$ cat src/rtl/fp_pkg.sv
// Shared types and constants for the multi-cycle IEEE-754 single-precision adder.
package fp_pkg;

    localparam int DEF_DATA_WIDTH = 32;
    localparam int DEF_MENT_WIDTH = 23;
    localparam int DEF_EXPO_WIDTH = 8;
    localparam int BIAS           = 2 ** (DEF_EXPO_WIDTH - 1) - 1;
    localparam int WM_WIDTH       = DEF_MENT_WIDTH + 5;

    localparam logic [DEF_DATA_WIDTH-1:0] QNAN = 32'h7FC0_0000;
    localparam logic [DEF_DATA_WIDTH-1:0] INF  = 32'h7F80_0000;

    localparam int FLAG_INVALID   = 3;
    localparam int FLAG_OVERFLOW  = 2;
    localparam int FLAG_UNDERFLOW = 1;
    localparam int FLAG_INEXACT   = 0;

    typedef enum logic [2:0] {
        IDLE,
        UNPACK,
        ALIGN,
        ADD,
        NORM,
        ROUND,
        DONE
    } state_t;

endpackage

$ cat src/rtl/fp_round_pack.sv
// Round-to-nearest-even on a normalised working mantissa, overflow detection and packing.
module fp_round_pack
    import fp_pkg::*;
#(
    parameter int DATA_WIDTH = DEF_DATA_WIDTH,
    parameter int MENT_WIDTH = DEF_MENT_WIDTH,
    parameter int EXPO_WIDTH = DEF_EXPO_WIDTH
) (
    input  logic                    sign,
    input  logic [EXPO_WIDTH+1:0]   expo,
    input  logic [MENT_WIDTH+3:0]   mant,
    output logic [DATA_WIDTH-1:0]   result,
    output logic [3:0]              flags
);

    localparam logic [EXPO_WIDTH-1:0] EXP_ONES = '1;

    logic                  lsb, guard, round_bit, sticky, inc, ovf;
    logic [MENT_WIDTH+1:0] rounded;
    logic [MENT_WIDTH-1:0] frac;
    logic [EXPO_WIDTH+1:0] exp_r;

    assign lsb       = mant[3];
    assign guard     = mant[2];
    assign round_bit = mant[1];
    assign sticky    = mant[0];
    assign inc       = guard & (round_bit | sticky | lsb);
    assign rounded   = {1'b0, mant[MENT_WIDTH+3:3]} + {{(MENT_WIDTH+1){1'b0}}, inc};
    assign ovf       = rounded[MENT_WIDTH+1];
    assign frac      = ovf ? rounded[MENT_WIDTH:1] : rounded[MENT_WIDTH-1:0];
    assign exp_r     = expo + {{(EXPO_WIDTH+1){1'b0}}, ovf};

    always_comb begin
        flags               = '0;
        flags[FLAG_INEXACT] = guard | round_bit | sticky;
        result              = {sign, exp_r[EXPO_WIDTH-1:0], frac};
        if (exp_r >= {2'b00, EXP_ONES}) begin
            result               = {sign, EXP_ONES, {MENT_WIDTH{1'b0}}};
            flags[FLAG_OVERFLOW] = 1'b1;
            flags[FLAG_INEXACT]  = 1'b1;
        end
    end

endmodule

$ cat src/rtl/fp_add_sequencer.sv
// Bounded-latency FSM sequencing unpack, align, add, normalise, round and pack for FP add/sub.
module fp_add_sequencer
    import fp_pkg::*;
#(
    parameter int DATA_WIDTH = DEF_DATA_WIDTH,
    parameter int MENT_WIDTH = DEF_MENT_WIDTH,
    parameter int EXPO_WIDTH = DEF_EXPO_WIDTH
) (
    input  logic                  clk_in,
    input  logic                  rst_in,
    input  logic                  in_valid_in,
    output logic                  in_ready_out,
    input  logic [DATA_WIDTH-1:0] floating1_in,
    input  logic [DATA_WIDTH-1:0] floating2_in,
    input  logic                  opcode_in,
    output logic                  out_valid_out,
    input  logic                  out_ready_in,
    output logic [DATA_WIDTH-1:0] floating_addition_out,
    output logic [3:0]            flags_out,
    output logic                  busy_out
);

    localparam int WM = MENT_WIDTH + 5;
    localparam int EI = EXPO_WIDTH + 2;
    localparam logic [EXPO_WIDTH-1:0] EXP_ONES    = '1;
    localparam logic [EXPO_WIDTH-1:0] ALIGN_LIMIT = EXPO_WIDTH'(WM - 1);
    localparam logic [EI-1:0]         EXP_MIN     = EI'(1);
    localparam logic [DATA_WIDTH-1:0] NAN_RES     = {1'b0, EXP_ONES, 1'b1, {(MENT_WIDTH-1){1'b0}}};

    state_t state, state_next;

    logic [DATA_WIDTH-1:0] a_q, b_q, result_q, rp_result;
    logic                  op_q, sign_q, sub_q, special_q;
    logic [EI-1:0]         exp_q;
    logic [WM-1:0]         big_q, small_q, sum_w, norm_right, norm_left;
    logic [EXPO_WIDTH-1:0] cnt_q, exp_a, exp_b, diff;
    logic [3:0]            flags_q, rp_flags, spec_flags;
    logic [DATA_WIDTH-1:0] spec_res;
    logic                  sign_a, sign_b, a_zero, b_zero, a_inf, b_inf, a_nan, b_nan;
    logic                  is_special, a_big, sum_zero;
    logic [WM-1:0]         man_a, man_b;

    assign sign_a = a_q[DATA_WIDTH-1];
    assign sign_b = b_q[DATA_WIDTH-1] ^ op_q;
    assign exp_a  = a_q[DATA_WIDTH-2 -: EXPO_WIDTH];
    assign exp_b  = b_q[DATA_WIDTH-2 -: EXPO_WIDTH];
    assign a_zero = (exp_a == '0);
    assign b_zero = (exp_b == '0);
    assign a_inf  = (exp_a == EXP_ONES) && (a_q[MENT_WIDTH-1:0] == '0);
    assign b_inf  = (exp_b == EXP_ONES) && (b_q[MENT_WIDTH-1:0] == '0);
    assign a_nan  = (exp_a == EXP_ONES) && (a_q[MENT_WIDTH-1:0] != '0);
    assign b_nan  = (exp_b == EXP_ONES) && (b_q[MENT_WIDTH-1:0] != '0);
    assign is_special = a_zero | b_zero | a_inf | b_inf | a_nan | b_nan;

    // Working mantissa: {carry, hidden, fraction, guard, round, sticky}.
    assign man_a = {2'b01, a_q[MENT_WIDTH-1:0], 3'b000};
    assign man_b = {2'b01, b_q[MENT_WIDTH-1:0], 3'b000};
    assign a_big = a_q[DATA_WIDTH-2:0] >= b_q[DATA_WIDTH-2:0];
    assign diff  = a_big ? exp_a - exp_b : exp_b - exp_a;

    assign sum_w      = sub_q ? big_q - small_q : big_q + small_q;
    assign sum_zero   = (sum_w == '0);
    assign norm_right = {1'b0, big_q[WM-1:2], big_q[1] | big_q[0]};
    assign norm_left  = big_q << 1;

    always_comb begin
        spec_flags = '0;
        spec_res   = a_q;
        if (a_nan || b_nan || (a_inf && b_inf && (sign_a != sign_b))) begin
            spec_res                 = NAN_RES;
            spec_flags[FLAG_INVALID] = 1'b1;
        end else if (a_inf) begin
            spec_res = {sign_a, EXP_ONES, {MENT_WIDTH{1'b0}}};
        end else if (b_inf) begin
            spec_res = {sign_b, EXP_ONES, {MENT_WIDTH{1'b0}}};
        end else if (a_zero && b_zero) begin
            spec_res = {sign_a & sign_b, {(DATA_WIDTH-1){1'b0}}};
        end else if (a_zero) begin
            spec_res = {sign_b, b_q[DATA_WIDTH-2:0]};
        end
    end

    fp_round_pack #(
        .DATA_WIDTH (DATA_WIDTH),
        .MENT_WIDTH (MENT_WIDTH),
        .EXPO_WIDTH (EXPO_WIDTH)
    ) u_round_pack (
        .sign   (sign_q),
        .expo   (exp_q),
        .mant   (big_q[WM-2:0]),
        .result (rp_result),
        .flags  (rp_flags)
    );

    // NOTE: sequential state uses non-blocking assignments so every register samples pre-edge values.
    always_ff @(posedge clk_in or posedge rst_in) begin
        if (rst_in) state <= IDLE;
        else        state <= state_next;
    end

    // NOTE: the default assignment first keeps this block free of inferred latches.
    always_comb begin
        state_next = state;
        case (state)
            IDLE:   if (in_valid_in) state_next = UNPACK;
            UNPACK: if (is_special)       state_next = ROUND;
                    else if (diff == '0)  state_next = ADD;
                    else                  state_next = ALIGN;
            ALIGN:  if (cnt_q > ALIGN_LIMIT || cnt_q == EXPO_WIDTH'(1)) state_next = ADD;
            ADD:    if (sum_zero)                         state_next = DONE;
                    else if (sum_w[WM-1] || !sum_w[WM-2]) state_next = NORM;
                    else                                  state_next = ROUND;
            NORM:   if (big_q[WM-1])            state_next = ROUND;
                    else if (exp_q == EXP_MIN)  state_next = DONE;
                    else if (norm_left[WM-2])   state_next = ROUND;
            ROUND:  state_next = DONE;
            DONE:   if (out_ready_in) state_next = IDLE;
            default: state_next = IDLE;
        endcase
    end

    always_comb begin
        in_ready_out  = (state == IDLE);
        out_valid_out = (state == DONE);
        busy_out      = (state != IDLE);
    end

    always_ff @(posedge clk_in or posedge rst_in) begin
        if (rst_in) begin
            result_q <= '0;
            flags_q  <= '0;
        end else begin
            case (state)
                UNPACK: if (is_special) begin
                    result_q <= spec_res;
                    flags_q  <= spec_flags;
                end
                ADD: if (sum_zero) begin
                    result_q <= '0;
                    flags_q  <= '0;
                end
                NORM: if (!big_q[WM-1] && exp_q == EXP_MIN) begin
                    result_q                 <= {sign_q, {(DATA_WIDTH-1){1'b0}}};
                    flags_q                  <= '0;
                    flags_q[FLAG_UNDERFLOW]  <= 1'b1;
                    flags_q[FLAG_INEXACT]    <= 1'b1;
                end
                ROUND: if (!special_q) begin
                    result_q <= rp_result;
                    flags_q  <= rp_flags;
                end
                default: ;
            endcase
        end
    end

    // NOTE: working registers carry no reset; each is loaded before any state that reads it.
    always_ff @(posedge clk_in) begin
        case (state)
            IDLE: if (in_valid_in) begin
                a_q  <= floating1_in;
                b_q  <= floating2_in;
                op_q <= opcode_in;
            end
            UNPACK: begin
                special_q <= is_special;
                sub_q     <= sign_a ^ sign_b;
                sign_q    <= a_big ? sign_a : sign_b;
                exp_q     <= {2'b00, a_big ? exp_a : exp_b};
                big_q     <= a_big ? man_a : man_b;
                small_q   <= a_big ? man_b : man_a;
                cnt_q     <= diff;
            end
            ALIGN: begin
                if (cnt_q > ALIGN_LIMIT) small_q <= WM'(1);
                else small_q <= {1'b0, small_q[WM-1:2], small_q[1] | small_q[0]};
                cnt_q <= cnt_q - EXPO_WIDTH'(1);
            end
            ADD: big_q <= sum_w;
            NORM: if (big_q[WM-1]) begin
                big_q <= norm_right;
                exp_q <= exp_q + EI'(1);
            end else begin
                big_q <= norm_left;
                exp_q <= exp_q - EI'(1);
            end
            default: ;
        endcase
    end

    assign floating_addition_out = result_q;
    assign flags_out             = flags_q;

endmodule
$ cat config.mk
export PLATFORM = sky130hd
export DESIGN_NAME = fp_add_sequencer
export DESIGN_NICKNAME = d
export VERILOG_FILES = /design/src/rtl/fp_pkg.sv /design/src/rtl/fp_round_pack.sv /design/src/rtl/fp_add_sequencer.sv
export SDC_FILE = /design/constraint.sdc
export NUM_CORES = 1
export LEC_CHECK = 0
export CORE_ASPECT_RATIO = 0.8
export CORE_MARGIN = 4
export CORE_UTILIZATION = 35
export CTS_BUF_LIST = sky130_fd_sc_hd__clkbuf_2
export DETAILED_ROUTE_END_ITERATION = 10
export PLACE_DENSITY = 0.53
export SLEW_MARGIN = 25
export SYNTH_ARGS = -nofsm -noshare
export SYNTH_HDL_FRONTEND = slang
export SYNTH_HIERARCHICAL = 1
export SYNTH_SLANG_ARGS = --single-unit
$ cat constraint.sdc
create_clock -name clk_in -period 13.1 [get_ports clk_in]
set_clock_uncertainty 0.15 [all_clocks]
set_input_delay 2.62 -clock clk_in [delete_from_list [all_inputs] [get_ports clk_in]]
set_output_delay 2.62 -clock clk_in [all_outputs]
set_load 0.01 [all_outputs]
==> impl_results.md, run 1 <==
- HP Class: reg -> reg
- Yosys warning total: 6
- Die area: 0.04422 mm²
- Worst r2r src: small_q[4]
- Drt initial violations: 1330
- Core ar.: 0.03993 mm²
- Placed insts: 2149
- Vias per cell: 5.770
- Worst Tran Pin Value: 933.6 ps
- DP Wirelength: 36.33 mm
- DRC Markers: 0
- Via count: 12595
- Share of flip-flops with an asynchronous set or reset: 0.2167
- Total grt overflow: 0
- Sinks on Clock Net: 180
- Main flop type after synthesis: edfxtp_1
- Synth top area cells: edfxtp_1, dfrtp_1, ha_1
- Crit path kind: reg -> reg
- Top Ports: 108
- Crit-path slowest cell: nor2_4
- Number of flops mapped to enable cells by yosys: 141
- Fin cells: 2183
- Syn Inst Count: 1583
- Htree depth: 4
- Final setup fails: 0
- Max stage delay on crit path: 660 ps
- CTS Root Cell: clkbuf_2
- First-pass GRT wire length: 72.64 mm
- Initial antenna violation count: 2
- CTS Buffer Depth: 2
- Peak supply drop: 99.81 µV
- Pin count of the biggest net entering global routing: 70
- Crit Reg-Reg Endpoint: floating_addition_out[15]
- Slew Limit Fails: 0
- Initial Utilization: 0.3585
- Number of iterations in the first detailed-routing pass: 6
- Commonest cells after routing, fill and taps aside: edfxtp_1, a21oi_1, nand2_1
- Post-Syn Area: 0.01431 mm²
- Crit-path cells: or4_1, nor4_2, and3_1, a21oi_1, nor2_1, o21ai_0, xnor2_1, ha_1, and4_1, and2_1, o21a_1, or3_1, a2111o_1, a22oi_1, nor4b_4, buf_4, nand3_2, nor2_4, o31a_1
- Post-CTS Setup Bufs: 0
- Worst setup path start: small_q[4]
- Area delta synth->final: 12.42%
- Horiz. Die Dim: 234.1 µm
- Worst setup SP type: flip-flop
- Synth area leader: edfxtp_1
- GRT Util Overall: 0.2128
- #FFs+latches synth: 180
- Crit end category: flip-flop
- Worst-path clk slew: 260 ps
- Share of cells above drive strength 1: 0.06748
- CP endpoint: floating_addition_out[15]
- Most common cell after layout, fill and taps aside: edfxtp_1
- GPL Wtd Cong: 0.8923
- Max Cap Violations: 0
- Tcrit/Tclk final: 0.4939
- Achievable Freq: 0.1546 GHz
- Top-area cell type share of the netlist area: 0.2958
- CTS tree: done
- Design Power: 4.658 mW
- Syn_area_per_cell: 9.043 µm²
- # hold bufs at CTS: 0
- Fin util: 0.4030
- RSZ-0062 raised after global routing: false
- Vias in the first global route: 11644
- # rows: 65
- Register area share after synthesis: 0.3640
- Critical path arrival: 7110 ps
- DR WL/cell: 21.90 µm
- Max FO, Critical Path: 36
- Power density cells: 289.4 mW/mm²
- Cell variety after synth: 79
- Rel. slew slack: 0.3776
- Cts repair resizes: 0
- R2R cell count: 19
- Post-layout minimum cycle time: 6470 ps
- Drt total wl: 47.80 mm
- DRT antenna net count: 0
- Die Y: 188.9 µm
- Status: finished, final reports clean
- Nets: 1779
- IO Port Bufs: 107
- Critical Path RT: 13740 ps
- Final-report hold violation count: 0
- Worst skew pair latency: 860 ps
- LEAKAGE: 5.725 nW
- Setup TNS: 0 ps
- CTS buffer count: 17
- Flop-to-flop setup slack: 6630 ps
routing by layer:
| layer | global-route usage | share of wire |
|---|---|---|
| met2 | 0.2775 | 0.39 |
| met1 | 0.3602 | 0.53 |
| met5 | 0 | 0 |
| met4 | 0.04591 | 0.016 |
| met3 | 0.02948 | 0.065 |
per-stage QoR:
step	hold slack [ps]	setup WS [ps]	area, µm²
floorplan	392.1	8010	14320
global placement	341.0	6883	15810
detailed placement	346.6	6750	15820
CTS	406.0	6696	16090
global route	426.5	6196	16090
finish	397.8	6630	16090
synth_stat cells, types with 16 or more instances:
cell,count
a21o_1,18
a21oi_1,139
and3_1,25
buf_2,19
clkbuf_1,63
dfrtp_1,39
edfxtp_1,141
ha_1,75
inv_1,71
mux2i_1,82
nand2_1,128
nand3_1,60
nand4_1,22
nor2_1,108
nor3_1,46
nor4_1,46
nor4b_2,19
o21ai_0,113
o221ai_1,16
o31a_1,36
or3_1,17
xnor2_1,62
xor2_1,21
how the worst min path moves through the flow:
stage / startpoint / endpoint / depth (start not counted)
detailed placement: floating_addition_out[24] / floating_addition_out[24] / 1
finish: floating_addition_out[28] / floating_addition_out[28] / 1
global placement: floating_addition_out[6] / floating_addition_out[6] / 1
floorplan: flags_out[0] / flags_out[0] / 1
CTS: floating_addition_out[11] / floating_addition_out[11] / 1
global route: floating_addition_out[6] / floating_addition_out[6] / 1
state kept, by name, summed over array words and instances, names as in the netlist:
signal and cells:
a_q 32, b_q 32, floating_addition_out 32, big_q 28, small_q 27, exp_q 10
cnt_q 8, flags_out 4, state 3, op_q 1, sign_q 1, special_q 1
sub_q 1
cells by family after synthesis:
| logic type | after synthesis | synth area share |
|---|---|---|
| fa+ha+maj | 78 | 0.06975 |
| simple gates | 559 | 0.2154 |
| xor+xnor | 83 | 0.05078 |
| flops | 180 | 0.3640 |
| buf+inv | 171 | 0.05043 |
| other cells | 1 | 0.0002620 |
| compound gates | 423 | 0.1874 |
| mux | 88 | 0.06206 |
area by class of cell:
class,instances,area (µm²)
tap,536,670.6
antenna,2,5.005
sequential,180,5210
fill,3952,23840
multi-input combinational,1233,8433
clock inverter,15,178.9
timing repair buffer,129,1244
clock buffer,17,85.08
inverter,71,266.5
power by group:
group	leakage [nW]	switching (mW)	internal, mW	total (mW)
combinational	3.82	1.89	1.15	3.04
clock	0.133	0.215	0.107	0.322
sequential	1.77	0.347	0.950	1.30
critical path, delay by kind of cell (launching register included):
family / cells / cell delay (ps)
AOI/OAI and AO/OA: 6 / 1300
adders and majority gates: 1 / 370
buffers and inverters: 1 / 380
DFF: 1 / 520
xor gates and xnor gates: 1 / 190
and+or+nand+nor: 10 / 3470
Note: power is estimated with default switching activity, not from simulation.
==> run 2, diff against run 1 <==
--- a/config.mk
+++ b/config.mk
@@ -10,7 +10,7 @@
 export CORE_UTILIZATION = 35
 export CTS_BUF_LIST = sky130_fd_sc_hd__clkbuf_2
 export DETAILED_ROUTE_END_ITERATION = 10
-export PLACE_DENSITY = 0.53
+export PLACE_DENSITY = 0.55
 export SLEW_MARGIN = 25
 export SYNTH_ARGS = -nofsm -noshare
 export SYNTH_HDL_FRONTEND = slang
==> constraint.sdc (replaced) <==
create_clock -name clk_in -period 5.9 [get_ports clk_in]
set_clock_uncertainty 0.15 [all_clocks]
set_input_delay 1.18 -clock clk_in [delete_from_list [all_inputs] [get_ports clk_in]]
set_output_delay 1.18 -clock clk_in [all_outputs]
set_load 0.01 [all_outputs]
==> run 2 against run 1 <==
Effect of this change: hold slack worse by 11 ps; cell area is 2.2% higher; fmax is 13% higher; critical path depth stayed put; die area unchanged; critical endpoint is now floating_addition_out[10]; sequential power rose by 120%; first-iteration DRC count shrank 9.5%; worst setup slack got worse by 6400 ps; clock power up 150%; register-to-register slack got worse by 6400 ps; sequential share of layout area is 0.69 points lower.
==> impl_results.md, run 2 (synthesized netlist as in run 1, its figures left out) <==
- CTS Buffer Depth: 2
- M2 GR Usage: 0.3024
- Drt total wl: 48.48 mm
- Power density cells: 643.6 mW/mm²
- Global-route track usage on met3: 0.03595
- Net switching power: 5.467 mW
- Commonest cells after routing, fill and taps aside: edfxtp_1, a21oi_1, nand2_1
- Crit-path slowest cell: or4_4
- Final-report hold violation count: 0
- Critical path arrival: 6300 ps
- Worst Tran Pin Value: 938.7 ps
- Worst skew pair latency: 830 ps
- CP top delay family: compound AO/OA/AOI/OAI gates
- DRC Markers: 0
- Max stage delay on crit path: 600 ps
- Sinks on Clock Net: 180
- Rel. slew slack: 0.3742
- Flop pwr share: 0.265
- GRT met1 Usage: 0.3400
- Vias per cell: 5.874
- Htree depth: 4
- LEAKAGE: 5.915 nW
- GPL Wtd Cong: 0.8583
- Crit Reg-Reg Endpoint: floating_addition_out[10]
- Area delta synth->final: 14.89%
- Total grt overflow: 0
- First-pass GRT wire length: 73.69 mm
- FILL cells: 3983
- Clock share of power: 0.075
- Die Y: 188.9 µm
- Busiest grt layer: met1
- Design Power: 10.58 mW
- Worst-path clk slew: 260 ps
- Flop-to-flop setup slack: 180 ps
- WHS Endpoint: floating_addition_out[25]
- CTS Root Cell: clkbuf_2
- Crit path kind: reg -> reg
- Horiz. Die Dim: 234.1 µm
- Hold Startpoint: floating_addition_out[25]
- Number of iterations in the first detailed-routing pass: 6
- Max FO, Critical Path: 36
- Nets: 1805
- DR WL/cell: 21.98 µm
- # rows: 65
- Worst r2r src: small_q[6]
- Setup TNS: 0 ps
- Cell Int Power: 5.117 mW
- Vias in the first global route: 12018
- Via count: 12958
- Initial Utilization: 0.3585
- Fin cells: 2206
- Placed insts: 2168
- Post-layout minimum cycle time: 5717 ps
- CP bufs+invs: 4
- Drt initial violations: 1204
- Die area: 0.04422 mm²
- Pin count of the biggest net entering global routing: 75
- DP Wirelength: 36.74 mm
- Crit-path cells: or4_4, nor4_4, buf_4, a21oi_1, xnor2_1, ha_1, a21oi_1, o21ai_0, o21ai_0, a21oi_1, a31o_2, o21ai_0, nor4b_4, buf_4, buf_12, nand3_2, nor2_4, buf_12, o31a_1
- Initial antenna violation count: 1
- Share of cells above drive strength 1: 0.08748
- Core ar.: 0.03993 mm²
- Min-Delay Path Depth: 1
- Max Cap Violations: 0
- CTS tree: done
- Crit end category: flip-flop
- Status: finished, final reports clean
- Top Ports: 108
- Final setup fails: 0
- Slew Limit Fails: 0
- R2R cell count: 19
- Tcrit/Tclk final: 0.9689
- Most common cell after layout, fill and taps aside: edfxtp_1
- # hold bufs at CTS: 0
- HP Class: reg -> reg
- Comb power frac: 0.660
- Achievable Freq: 0.1749 GHz
- Switching Share: 0.5165
- CTS buffer count: 17
- GRT Util Overall: 0.2148
- Peak supply drop: 306.7 µV
- IO Port Bufs: 107
- Critical Path RT: 6490 ps
- Worst setup SP type: flip-flop
- DRT antenna net count: 0
## run 2: cell count changes in the layout (fill, tap and decap cells not counted), sizes merged, moves of 3 or more
cell	change
buf	+25
bufinv	+3
clkbuf	+3
clkinvlp	-5
inv	-3
## run 2: through the flow
| stage | setup slack, ps | hold WS (ps) | util | area (µm²) |
|---|---|---|---|---|
| 2_1_floorplan | 809.7 | 392.1 | - | 14320 |
| 3_3_place_gp | 82.34 | 341.4 | 0.4009 | 16010 |
| 3_5_place_dp | 122.6 | 346.3 | 0.4010 | 16010 |
| 4_1_cts | 25.05 | 397.0 | 0.4086 | 16320 |
| 5_1_grt | -29.63 | 405.0 | 0.4118 | 16450 |
| 6_report | 183.3 | 387.0 | 0.4118 | 16450 |
## run 2: worst max-delay path by stage
stage,start,cells after the start,end,slack [ps]
6_report,small_q[6],19,floating_addition_out[10],180
5_1_grt,small_q[6],20,floating_addition_out[2],-30
4_1_cts,small_q[4],20,floating_addition_out[10],30
3_5_place_dp,small_q[4],20,floating_addition_out[13],120
3_3_place_gp,small_q[4],20,floating_addition_out[7],80
2_1_floorplan,small_q[4],19,floating_addition_out[11],810
## run 2: layer usage
metal,wire length [µm],vias to the layer above,part of all wire
met5,0,-,0
met4,722,0,0.015
met3,3360,37,0.069
met2,20230,483,0.42
met1,24170,6355,0.50
li1,-,6083,-
## run 2: layout make-up
type	count	area [µm²]	area share
antenna	1	2.502	0.0001522
clock buffer	19	95.09	0.005782
tap	536	670.6	0.04078
inverter	71	266.5	0.01621
multi-input combinational	1233	8493	0.5164
timing repair buffer	155	1499	0.09114
clock inverter	11	209.0	0.01271
sequential	180	5210	0.3168
## run 2: what timing repair did
action	CTS	global route
endpoints found under the setup margin	0	37
setup buffers	0	6
resized for setup	0	12
## run 2: power by group through the flow
stage	logic (mW)	registers (mW)	clock network, mW
2_1_floorplan	4.67	2.63	0
3_3_place_gp	6.73	2.81	0
3_5_place_dp	6.76	2.80	0
4_1_cts	6.81	2.77	0.813
5_1_grt	7.64	2.85	0.874
6_report	6.99	2.80	0.798
==> run 3, diff against run 2 <==
--- a/config.mk
+++ b/config.mk
@@ -10,6 +10,7 @@
 export CORE_UTILIZATION = 35
 export CTS_BUF_LIST = sky130_fd_sc_hd__clkbuf_2
 export DETAILED_ROUTE_END_ITERATION = 10
+export MAX_ROUTING_LAYER = met4
 export PLACE_DENSITY = 0.55
 export SLEW_MARGIN = 25
 export SYNTH_ARGS = -nofsm -noshare
==> run 3 against run 2 <==
Effect of this change: hold slack gained 12 ps; global-route usage increased by 0.76 points; clock power down 22%; cell area is 0.51% lower; fmax grew 0.26%; routed wire length fell by 0.34%; combinational power down 0.7%; register-to-register slack barely moved; cell count rose by 0.18%; core utilization down 0.21 points; sequential share of layout area increased by 0.16 points; die area did not move; critical endpoint is now floating_addition_out[28]; largest cell class unchanged.
==> impl_results.md, run 3 (synthesized netlist as in run 1, its figures left out) <==
- Max Cap Violations: 0
- Initial antenna violation count: 2
- Worst r2r src: small_q[6]
- LEAKAGE: 5.882 nW
- WHS Endpoint: floating_addition_out[27]
- Setup TNS: 0 ps
- CTS Root Cell: clkbuf_2
- Commonest cells after routing, fill and taps aside: edfxtp_1, a21oi_1, nand2_1
- Total grt overflow: 0
- Vias per cell: 5.863
- Critical Path RT: 6530 ps
- Top Ports: 108
- Pin count of the biggest net entering global routing: 75
- Worst Tran Pin Value: 1007 ps
- Max stage delay on crit path: 600 ps
- CP bufs+invs: 3
- CP top delay family: simple AND/OR/NAND/NOR gates
- DR WL/cell: 21.86 µm
- Initial Utilization: 0.3585
- Rel. slew slack: 0.3286
- Nets: 1806
- Power density cells: 633.8 mW/mm²
- Slew Limit Fails: 0
- DP Wirelength: 36.60 mm
- Sinks on Clock Net: 180
- IO Port Bufs: 107
- DRT antenna net count: 0
- GPL Wtd Cong: 0.8717
- Drt total wl: 48.32 mm
- Horiz. Die Dim: 234.1 µm
- Worst skew pair latency: 880 ps
- Max FO, Critical Path: 18
- Crit-path cells: or4_4, nor4_4, nand3_1, nor3b_1, nor2_1, xnor2_1, ha_1, and4_1, and3b_1, a32oi_1, nand2_1, or3_1, a2111o_1, nor4b_4, buf_4, buf_12, nand3_2, nor2_4, buf_12, o31a_1
- CTS tree: done
- First-pass GRT wire length: 74.46 mm
- HP Class: reg -> reg
- Worst slack at placement: 45.82 ps
- Achievable Freq: 0.1754 GHz
- DRC Markers: 0
- Worst setup SP type: flip-flop
- Via count: 12958
- Crit Reg-Reg Endpoint: floating_addition_out[28]
- Min-Delay Path Depth: 1
- Tcrit/Tclk final: 0.9664
- Drt initial violations: 1613
- Area delta synth->final: 14.30%
- Crit end category: flip-flop
- # rows: 65
- Number of iterations in the first detailed-routing pass: 6
- Share of cells above drive strength 1: 0.08732
- Final-report hold violation count: 0
- Crit path kind: reg -> reg
- Die area: 0.04422 mm²
- Flop-to-flop setup slack: 200 ps
- Crit-path slowest cell: or4_4
- R2R cell count: 20
- Most common cell after layout, fill and taps aside: edfxtp_1
- Vias in the first global route: 12108
- Status: finished, final reports clean
- Htree depth: 4
- CTS Buffer Depth: 2
- Post-layout minimum cycle time: 5702 ps
- Most common cell on crit path: buf_12
- GRT Util Overall: 0.2223
- Worst-path clk slew: 260 ps
- Core ar.: 0.03993 mm²
- Hold Startpoint: floating_addition_out[27]
- CTS buffer count: 17
- Final setup margin: 198.3 ps
- Final setup fails: 0
- Peak supply drop: 258.3 µV
- Die Y: 188.9 µm
- Critical path arrival: 6330 ps
run 3: cell count changes in the layout (fill, tap and decap cells not counted), sizes merged:
cell / previous run / this run
diode: 1 / 2
bufinv: 6 / 1
clkinv: 3 / 10
clkbuf: 20 / 21
run 3: cell type report:
class	instances	area, µm²
Multi-Input combinational cell	1233	8478
Fill cell	4022	23570
Inverter	71	266.5
Clock buffer	19	95.09
Timing Repair Buffer	156	1524
Tap cell	536	670.6
Sequential cell	180	5210
Antenna cell	2	5.005
Clock inverter	13	112.6
run 3: worst max-delay path by stage:
stage | from | endpoint | slack, ps | depth (start not counted)
finish | small_q[6] | floating_addition_out[28] | 200 | 20
global route | small_q[6] | floating_addition_out[30] | -20 | 20
floorplan | small_q[4] | floating_addition_out[11] | 810 | 19
global placement | small_q[4] | floating_addition_out[17] | 110 | 20
CTS | small_q[4] | floating_addition_out[5] | 60 | 20
detailed placement | small_q[4] | floating_addition_out[4] | 50 | 20
run 3: report_power, final:
part	internal (mW)	switching [mW]	total, mW
clock network	0.155	0.467	0.621
logic	2.65	4.29	6.94
registers	2.11	0.701	2.81
total	4.91	5.46	10.4
run 3: timing repair:
item,4_1_cts,5_1_grt
pin swaps,0,4
hold buffers,0,0
resized for setup,1,9
endpoints found under the setup margin,24,36
buffers inserted,0,7
cloned,0,2
run 3: per-layer routing:
layer  wire length (µm)  global-route usage  vias to the layer above
met3               3474             0.03384                       31
met5                  0                   -                        -
met4                500             0.03700                        0
met2              20270              0.3052                      554
met1              24080              0.3474                     6278
li1                   -                   -                     6095
run 3: metrics by stage:
stage                     area, µm²  total power [mW]    util  instances  hold slack (ps)
after floorplan               14320             7.295       -       1584            392.1
after global placement        16000             9.502  0.4007       2167            343.7
after detailed placement      16010             9.539  0.4010       2167            344.9
after CTS                     16230             10.20  0.4064       2199            401.1
after global routing          16360             11.19  0.4097       2210            419.1
final                         16360             10.37  0.4097       2210            399.5
